--- config.mk ---
export PLATFORM = sky130hd
export DESIGN_NAME = cnn_frame_sequencer
export DESIGN_NICKNAME = d
export VERILOG_FILES = /design/src/rtl/cnn_seq_pkg.sv /design/src/rtl/cnn_pix_feeder.sv /design/src/rtl/cnn_frame_sequencer.sv
export SDC_FILE = /design/constraint.sdc
export NUM_CORES = 1
export LEC_CHECK = 0
export ABC_CLOCK_PERIOD_IN_PS = 5050
export BUFFER_PORTS_ARGS = -buffer_cell sky130_fd_sc_hd__clkbuf_2
export CAP_MARGIN = 15
export CORE_ASPECT_RATIO = 2
export CORE_MARGIN = 8
export CORE_UTILIZATION = 50
export CTS_BUF_LIST = sky130_fd_sc_hd__clkbuf_16
export DETAILED_ROUTE_END_ITERATION = 8
export PLACE_DENSITY = 0.82
export SYNTH_ARGS = -nofsm -noshare
export SYNTH_HDL_FRONTEND = slang
export SYNTH_SLANG_ARGS = --single-unit
export TNS_END_PERCENT = 5
--- constraint.sdc ---
create_clock -name clk -period 5.05 [get_ports clk]
set_input_delay 1.01 -clock clk [delete_from_list [all_inputs] [get_ports clk]]
set_output_delay 1.01 -clock clk [all_outputs]
set_load 0.01 [all_outputs]
--- src/rtl/cnn_seq_pkg.sv ---
// Shared constants, state encodings and size helpers for the CNN frame sequencer.
package cnn_seq_pkg;

    // Default frame and conv1 kernel geometry, shared with cnn_top.
    localparam int DEF_IX = 28;
    localparam int DEF_IY = 28;
    localparam int DEF_KX = 5;
    localparam int DEF_KY = 5;

    // 3-bit sequencer state; the encoding is exported on o_stage.
    typedef logic [2:0] seq_state_t;

    localparam seq_state_t S_IDLE     = 3'd0;
    localparam seq_state_t S_FEED     = 3'd1;
    localparam seq_state_t S_WAIT1    = 3'd2;
    localparam seq_state_t S_WAIT2    = 3'd3;
    localparam seq_state_t S_CLASSIFY = 3'd4;
    localparam seq_state_t S_DONE     = 3'd5;
    localparam seq_state_t S_ERROR    = 3'd6;

    // Pixels per input frame.
    function automatic int calc_npix(input int ix, input int iy);
        return ix * iy;
    endfunction

    // Valid-convolution output beats produced by conv1 for one frame.
    function automatic int calc_st1_cnt(input int ix, input int iy, input int kx, input int ky);
        return (ix - kx + 1) * (iy - ky + 1);
    endfunction

endpackage

--- src/rtl/cnn_pix_feeder.sv ---
// Image-buffer reader feeding conv1: address generator plus a one-entry output
// slot with valid/ready handshake. Held cleared whenever i_en is low, so every
// FEED visit starts again from address 0.
module cnn_pix_feeder #(
    parameter int I_F_BW = 8,
    parameter int NPIX   = 784,
    parameter int A_BW   = 10
) (
    input  logic              clk,
    input  logic              reset,
    input  logic              i_en,
    input  logic              i_core_ready,
    input  logic [I_F_BW-1:0] i_img_data,
    output logic              o_img_rd,
    output logic [A_BW-1:0]   o_img_addr,
    output logic              o_pixel_valid,
    output logic [I_F_BW-1:0] o_pixel,
    output logic              o_accept,
    output logic              o_last
);

    localparam int RC_W = $clog2(NPIX + 1);
    localparam logic [RC_W-1:0] RC_MAX = RC_W'(NPIX);

    logic [RC_W-1:0]   rd_cnt_q;
    logic              pend_q;
    logic              hold_v_q;
    logic [I_F_BW-1:0] hold_q;

    // The slot is either read data arriving this cycle (pend) or a captured
    // beat that the core has not yet taken (hold).
    assign o_pixel_valid = pend_q | hold_v_q;
    assign o_pixel       = hold_v_q ? hold_q : (pend_q ? i_img_data : '0);
    assign o_accept      = o_pixel_valid & i_core_ready;
    assign o_img_rd      = i_en & (rd_cnt_q != RC_MAX) & (~o_pixel_valid | o_accept);
    assign o_img_addr    = o_img_rd ? A_BW'(rd_cnt_q) : '0;
    // Once every read is issued, the single outstanding beat is the last one.
    assign o_last        = o_accept & (rd_cnt_q == RC_MAX);

    // Read counter, pending-read flag and stall capture of unaccepted data.
    always_ff @(posedge clk) begin
        if (reset || !i_en) begin
            rd_cnt_q <= '0;
            pend_q   <= 1'b0;
            hold_v_q <= 1'b0;
            hold_q   <= '0;
        end else begin
            if (o_img_rd) begin
                rd_cnt_q <= rd_cnt_q + 1'b1;
            end
            pend_q <= o_img_rd;
            if (pend_q && !i_core_ready) begin
                hold_q   <= i_img_data;
                hold_v_q <= 1'b1;
            end else if (o_accept) begin
                hold_v_q <= 1'b0;
            end
        end
    end

endmodule

--- src/rtl/cnn_frame_sequencer.sv ---
// Frame-level controller for the conv1 -> pool -> conv2 -> classifier pipeline.
// Optional cycle counter output o_frame_cycles is enabled by CNN_SEQ_PERF_CNT_EN.
//
// state    | meaning
// ---------+-----------------------------------------------------------
// IDLE     | waiting for i_start, counters cleared
// FEED     | streaming the frame from the image buffer into conv1
// WAIT1    | waiting for all conv1 output beats
// WAIT2    | waiting for all conv2 output beats
// CLASSIFY | waiting for the classifier strobe
// DONE     | one-cycle completion pulse
// ERROR    | count violation or timeout; sticky until the next i_start
module cnn_frame_sequencer
    import cnn_seq_pkg::*;
#(
    parameter int I_F_BW      = 8,
    parameter int IX          = DEF_IX,
    parameter int IY          = DEF_IY,
    parameter int KX          = DEF_KX,
    parameter int KY          = DEF_KY,
    parameter int ST2_CNT     = 64,
    parameter int TIMEOUT_CYC = 65535,
    parameter int A_BW        = $clog2(IX * IY)
) (
    input  logic              clk,
    input  logic              reset,
    input  logic              i_start,
    output logic              o_busy,
    output logic [2:0]        o_stage,
    output logic              o_img_rd,
    output logic [A_BW-1:0]   o_img_addr,
    input  logic [I_F_BW-1:0] i_img_data,
    output logic              o_pixel_valid,
    output logic [I_F_BW-1:0] o_pixel,
    input  logic              i_core_ready,
    input  logic              i_st1_valid,
    input  logic              i_st2_valid,
    input  logic              i_cls_valid,
    input  logic [7:0]        i_cls_alpha,
    output logic              o_done,
    output logic [7:0]        o_alpha,
    output logic              o_error
`ifdef CNN_SEQ_PERF_CNT_EN
    ,
    output logic [31:0]       o_frame_cycles
`endif
);

    localparam int NPIX    = calc_npix(IX, IY);
    localparam int ST1_CNT = calc_st1_cnt(IX, IY, KX, KY);
    localparam int ST1_W   = $clog2(ST1_CNT) + 1;
    localparam int ST2_W   = $clog2(ST2_CNT) + 1;
    localparam int TMO_W   = $clog2(TIMEOUT_CYC + 1);

    localparam logic [ST1_W-1:0] ST1_MAX  = ST1_W'(ST1_CNT);
    localparam logic [ST2_W-1:0] ST2_MAX  = ST2_W'(ST2_CNT);
    localparam logic [TMO_W-1:0] TMO_LOAD = TMO_W'(TIMEOUT_CYC);
    localparam logic [TMO_W-1:0] TMO_LAST = TMO_W'(1);

    seq_state_t       state_q;
    seq_state_t       state_nxt;
    logic [ST1_W-1:0] st1_cnt_q;
    logic [ST2_W-1:0] st2_cnt_q;
    logic [TMO_W-1:0] tmo_q;

    logic busy;
    logic pix_accept;
    logic pix_last;
    logic progress;
    logic tmo_expire;
    logic err;

    assign busy = (state_q == S_FEED) || (state_q == S_WAIT1) ||
                  (state_q == S_WAIT2) || (state_q == S_CLASSIFY);

    cnn_pix_feeder #(
        .I_F_BW (I_F_BW),
        .NPIX   (NPIX),
        .A_BW   (A_BW)
    ) u_pix_feeder (
        .clk           (clk),
        .reset         (reset),
        .i_en          (state_q == S_FEED),
        .i_core_ready  (i_core_ready),
        .i_img_data    (i_img_data),
        .o_img_rd      (o_img_rd),
        .o_img_addr    (o_img_addr),
        .o_pixel_valid (o_pixel_valid),
        .o_pixel       (o_pixel),
        .o_accept      (pix_accept),
        .o_last        (pix_last)
    );

    // The timer is a down-counter; its last cycle without progress raises the timeout.
    assign progress   = pix_accept | i_st1_valid | i_st2_valid;
    assign tmo_expire = ~progress & (tmo_q == TMO_LAST);
    assign err = busy & ((i_st1_valid & (st1_cnt_q == ST1_MAX)) |
                         (i_st2_valid & (st2_cnt_q == ST2_MAX)) |
                         (i_cls_valid & (state_q != S_CLASSIFY)) |
                         tmo_expire);

    // Next-state decode; any error overrides the normal transition.
    always_comb begin
        state_nxt = state_q;
        case (state_q)
            S_IDLE:     if (i_start) state_nxt = S_FEED;
            S_FEED:     if (pix_last) state_nxt = S_WAIT1;
            S_WAIT1:    if (st1_cnt_q == ST1_MAX) state_nxt = S_WAIT2;
            S_WAIT2:    if (st2_cnt_q == ST2_MAX) state_nxt = S_CLASSIFY;
            S_CLASSIFY: if (i_cls_valid) state_nxt = S_DONE;
            S_DONE:     state_nxt = S_IDLE;
            S_ERROR:    if (i_start) state_nxt = S_FEED;
            default:    state_nxt = S_IDLE;
        endcase
        if (err) begin
            state_nxt = S_ERROR;
        end
    end

    // State register.
    always_ff @(posedge clk) begin
        if (reset) begin
            state_q <= S_IDLE;
        end else begin
            state_q <= state_nxt;
        end
    end

    // Stage-1/stage-2 beat counters, live only while a frame is in flight.
    always_ff @(posedge clk) begin
        if (reset || !busy) begin
            st1_cnt_q <= '0;
            st2_cnt_q <= '0;
        end else begin
            if (i_st1_valid && (st1_cnt_q != ST1_MAX)) begin
                st1_cnt_q <= st1_cnt_q + 1'b1;
            end
            if (i_st2_valid && (st2_cnt_q != ST2_MAX)) begin
                st2_cnt_q <= st2_cnt_q + 1'b1;
            end
        end
    end

    // Progress timer: reloaded on any beat or state change, otherwise counts down.
    always_ff @(posedge clk) begin
        if (reset) begin
            tmo_q <= '0;
        end else if (!busy || progress || (state_nxt != state_q)) begin
            tmo_q <= TMO_LOAD;
        end else if (tmo_q != '0) begin
            tmo_q <= tmo_q - 1'b1;
        end
    end

    // Result latch, written only on a clean CLASSIFY -> DONE transition.
    always_ff @(posedge clk) begin
        if (reset) begin
            o_alpha <= '0;
        end else if ((state_q == S_CLASSIFY) && (state_nxt == S_DONE)) begin
            o_alpha <= i_cls_alpha;
        end
    end

    assign o_busy  = busy;
    assign o_stage = state_q;
    assign o_done  = (state_q == S_DONE);
    assign o_error = (state_q == S_ERROR);

`ifdef CNN_SEQ_PERF_CNT_EN
    logic [31:0] run_cyc_q;

    // Frame cycle counter: the start cycle counts as 1, result published in DONE.
    always_ff @(posedge clk) begin
        if (reset) begin
            run_cyc_q      <= '0;
            o_frame_cycles <= '0;
        end else begin
            if (!busy && (state_nxt == S_FEED)) begin
                run_cyc_q <= 32'd1;
            end else if (busy && (run_cyc_q != '1)) begin
                run_cyc_q <= run_cyc_q + 1'b1;
            end
            if (state_q == S_DONE) begin
                o_frame_cycles <= (run_cyc_q == '1) ? run_cyc_q : run_cyc_q + 1'b1;
            end
        end
    end
`endif

endmodule

==> metrics.md <==
| Metric | Value |
|---|---|
| Status | `completed` |
| Share of cells above drive strength 1 | `18.3%` |
| Endpoint of the worst hold-timing path | `o_alpha[5]` |
| Power per unit of standard cell area | `332 nW/um2` |
| Most area-consuming cells after synthesis | `dfxtp_1, nor2_1, xor2_1, mux2i_1, nand2_1` |
| Nets | `465` |
| Rows | `42` |
| Final Hold Violating Endpoints | `0` |
| Leakage power | `1.48 nW` |
| Number of antenna repair diodes | `0` |
| Largest stage delay on the critical path | `0.47 ns` |
| Number of buffers added by the clock tree synthesis step | `9` |
| Portion of the post-synthesis area used by sequential elements | `39.6%` |
| Horizontal extent of the die | `73.3 um` |
| Peak VDD IR | `0.000347 V` |
| Most common library cells after synthesis | `dfxtp_1, nor2_1, nand2_1` |
| Count of pins on the block boundary | `57` |
| Number of buffer and inverter stages on the critical path | `1` |
| Sum Neg Setup Slack | `0 ns` |
| Total clock sinks | `65` |
| Global routing usage summed across all routing layers | `15.5%` |
| Crit start category | `flop` |
| Clk slew on worst S/H paths | `0.05 ns` |
| Most used flip-flop cell after synthesis | `dfxtp_1` |
| RSZ-0062 raised after global routing | `no` |
| Distinct cell type count after synthesis | `48` |
| H-tree level count | `3` |
| Required time worst endpoint | `4.04 ns` |
| Area leader, netlist | `dfxtp_1` |
| Postcts setup bufs | `0` |
| Max Fclk | `325 MHz` |
| Kind of capture point of the worst setup path | `primary output` |
| Router iterations before antenna repair | `4` |
| CTS Hold Bufs | `0` |
| Hold Crit Depth | `2` |
| Largest fanout of any net on the critical path | `12` |
| CTS tree | `done` |
| Largest net degree at the start of global routing | `31` |
| Layout overhead on the synthesized area | `18.0%` |
| Placement Cell Area | `3590 um2` |
| FF+latch count, synth | `65` |
| Routed Wire Length | `6.83 mm` |
| First-pass GRT wire length | `11.8 mm` |
| Post-synthesis average cell area | `8.57 um2` |
| Critical Path AT | `2.07 ns` |
| Netlist area before placement | `3280 um2` |
| R2r worst-path depth | `6` |
| Final setup slack of the worst path | `1.97 ns` |
| Worst r2r dst | `tmo_q[7]` |
| Post-route antenna net violation count | `0` |
| I/O Buffers | `56` |
| Share of flip-flops with an asynchronous set or reset after synthesis | `0%` |
| Effective utilization at floorplan | `50.8%` |
| List of cells traversed by the critical path | `nor3b_1, o21a_1, and2_1, clkbuf_2` |
| Type of the setup path with the least slack | `flop to primary output` |
| Clock Path Buffers | `2` |
| Cell with the biggest individual delay on the critical path | `dfxtp_1` |
| Launching point of the worst reg2reg path | `u_pix_feeder.hold_v_q` |
| Post-layout power | `1.29 mW` |
| Standard cell core area | `6460 um2` |
| Per-cell via count in the routed design | `5.25` |
| Gr ovfl total | `0` |
| Vias in the first global route | `2687` |
| Number of antenna violations at the first check in global routing | `0` |
| Post-synth top area share | `39.6%` |
| Final setup skew | `0.00386 ns` |
| Final worst path period share | `61.0%` |
| WL/cell | `13.0 um` |
| Slew of the pin with the lowest slew margin | `0.900 ns` |
| Clock latency on the worst-skew pair | `0.33 ns` |
| Most common cell in the synthesized netlist | `dfxtp_1` |
| Worst slack at placement | `1.91 ns` |
| Die H | `131 um` |
| Area enclosed by the die boundary | `9570 um2` |
| Final-report setup violation count | `0` |
| Number of flops mapped to enable cells by yosys | `0` |
| Count of instances resized after the clock tree is built | `0` |
| Remaining routing DRC violations | `0` |
| Headroom to the max-slew limit | `39.9%` |
| Fin. max-slew vios | `0` |
| Final design area excluding fillers | `3870 um2` |
| Max-cap violations | `0` |
| GP Congestion | `0.869` |
| Syn nets | `415` |
| Layout fillers | `558` |
| Setup slack on the worst flop-to-flop path | `2.40 ns` |
| Number of placed instances, taps included | `510` |
| Family with the most delay on the worst path | `simple AND/OR/NAND/NOR gates` |
| Cells after Synth | `383` |
| Fin crit period | `3.08 ns` |
| Number of warnings printed during yosys synthesis | `0` |
| Hold_sp | `o_alpha[5]` |
| Hold crit path type | `flop to flop` |
| Root Driver | `clkbuf_16` |
| Vias | `2762` |
| Half-perimeter wire length after placement | `4.96 mm` |
| Number of DRC markers after the initial detailed-route iteration | `144` |
| Final instance count without filler cells | `526` |
==> through the flow <==
| stage | util, % | hold WS (ns) |
|---|---|---|
| final | 59.9 | 0.492 |
| after global routing | 59.9 | 0.523 |
| after CTS | 59.9 | 0.497 |
| after detailed placement | 55.6 | 0.484 |
| after global placement | 55.6 | 0.473 |
| after floorplan | - | 0.458 |
==> per-layer routing <==
layer | wire, um | track usage (%)
met5 | 0 | 0
met3 | 449 | 5.89
met2 | 3030 | 23.9
met4 | 150 | 7.83
met1 | 3200 | 18.2
==> power breakdown <==
part	internal [mW]	switching (mW)	total, mW
registers	0.531	0.0234	0.554
clock network	0.372	0.208	0.580
logic	0.0591	0.0923	0.151
total	0.962	0.324	1.29
==> worst register-to-register path: cells and delay by family, from the launching register on <==
kind            cells  cell delay (ns)
compound gates      4             1.44
flops               1             0.46
simple gates        2             0.61
==> cell families (layout without fill, tap and decap cells) <==
family	Yosys count	after routing	share of synthesized area, %
simple gates	171	171	27.7
flops	65	65	39.6
compound gates	59	59	11.4
xor+xnor	32	32	8.54
buf+inv	29	84	3.81
mux	18	18	5.53
fa+ha+maj	9	9	3.43
==> flip-flops by register name, summed over array words and instances, names as in the netlist, 3 cells and up <==
name / count
st2_cnt_q: 7
o_stage: 3
o_alpha: 8
u_pix_feeder.rd_cnt_q: 10
tmo_q: 16
u_pix_feeder.hold_q: 8
st1_cnt_q: 11
==> how the worst max path moves through the flow <==
stage / start / to / slack [ns] / depth (start not counted)
after floorplan: i_core_ready / tmo_q[10] / 2.38 / 7
after global placement: i_core_ready / tmo_q[7] / 1.95 / 7
after global routing: o_stage[0] / o_img_rd / 1.71 / 4
after CTS: o_stage[0] / o_img_rd / 1.92 / 4
final: o_stage[0] / o_img_rd / 1.97 / 4
after detailed placement: i_core_ready / tmo_q[7] / 1.91 / 7
==> layout make-up <==
cell class,count,area (um2),share of cell area (%)
clock buffers,9,225,5.81
clock inverters,7,55.1,1.42
inverters,12,45.0,1.16
multi-input cells,289,1860,47.9
flip-flops and latches,65,1300,33.6
well taps,88,110,2.84
repair buffers,56,280,7.24
==> cells in the final DEF, fill, tap and decap left out, drive strengths merged, types with 12 or more instances in the layout <==
cell,count
xnor2,12
nor2,50
o21ai,15
a21oi,30
nand2,38
dfxtp,65
mux2i,17
inv,15
xor2,20
clkbuf,65
Note: power is estimated with default switching activity, not from simulation.
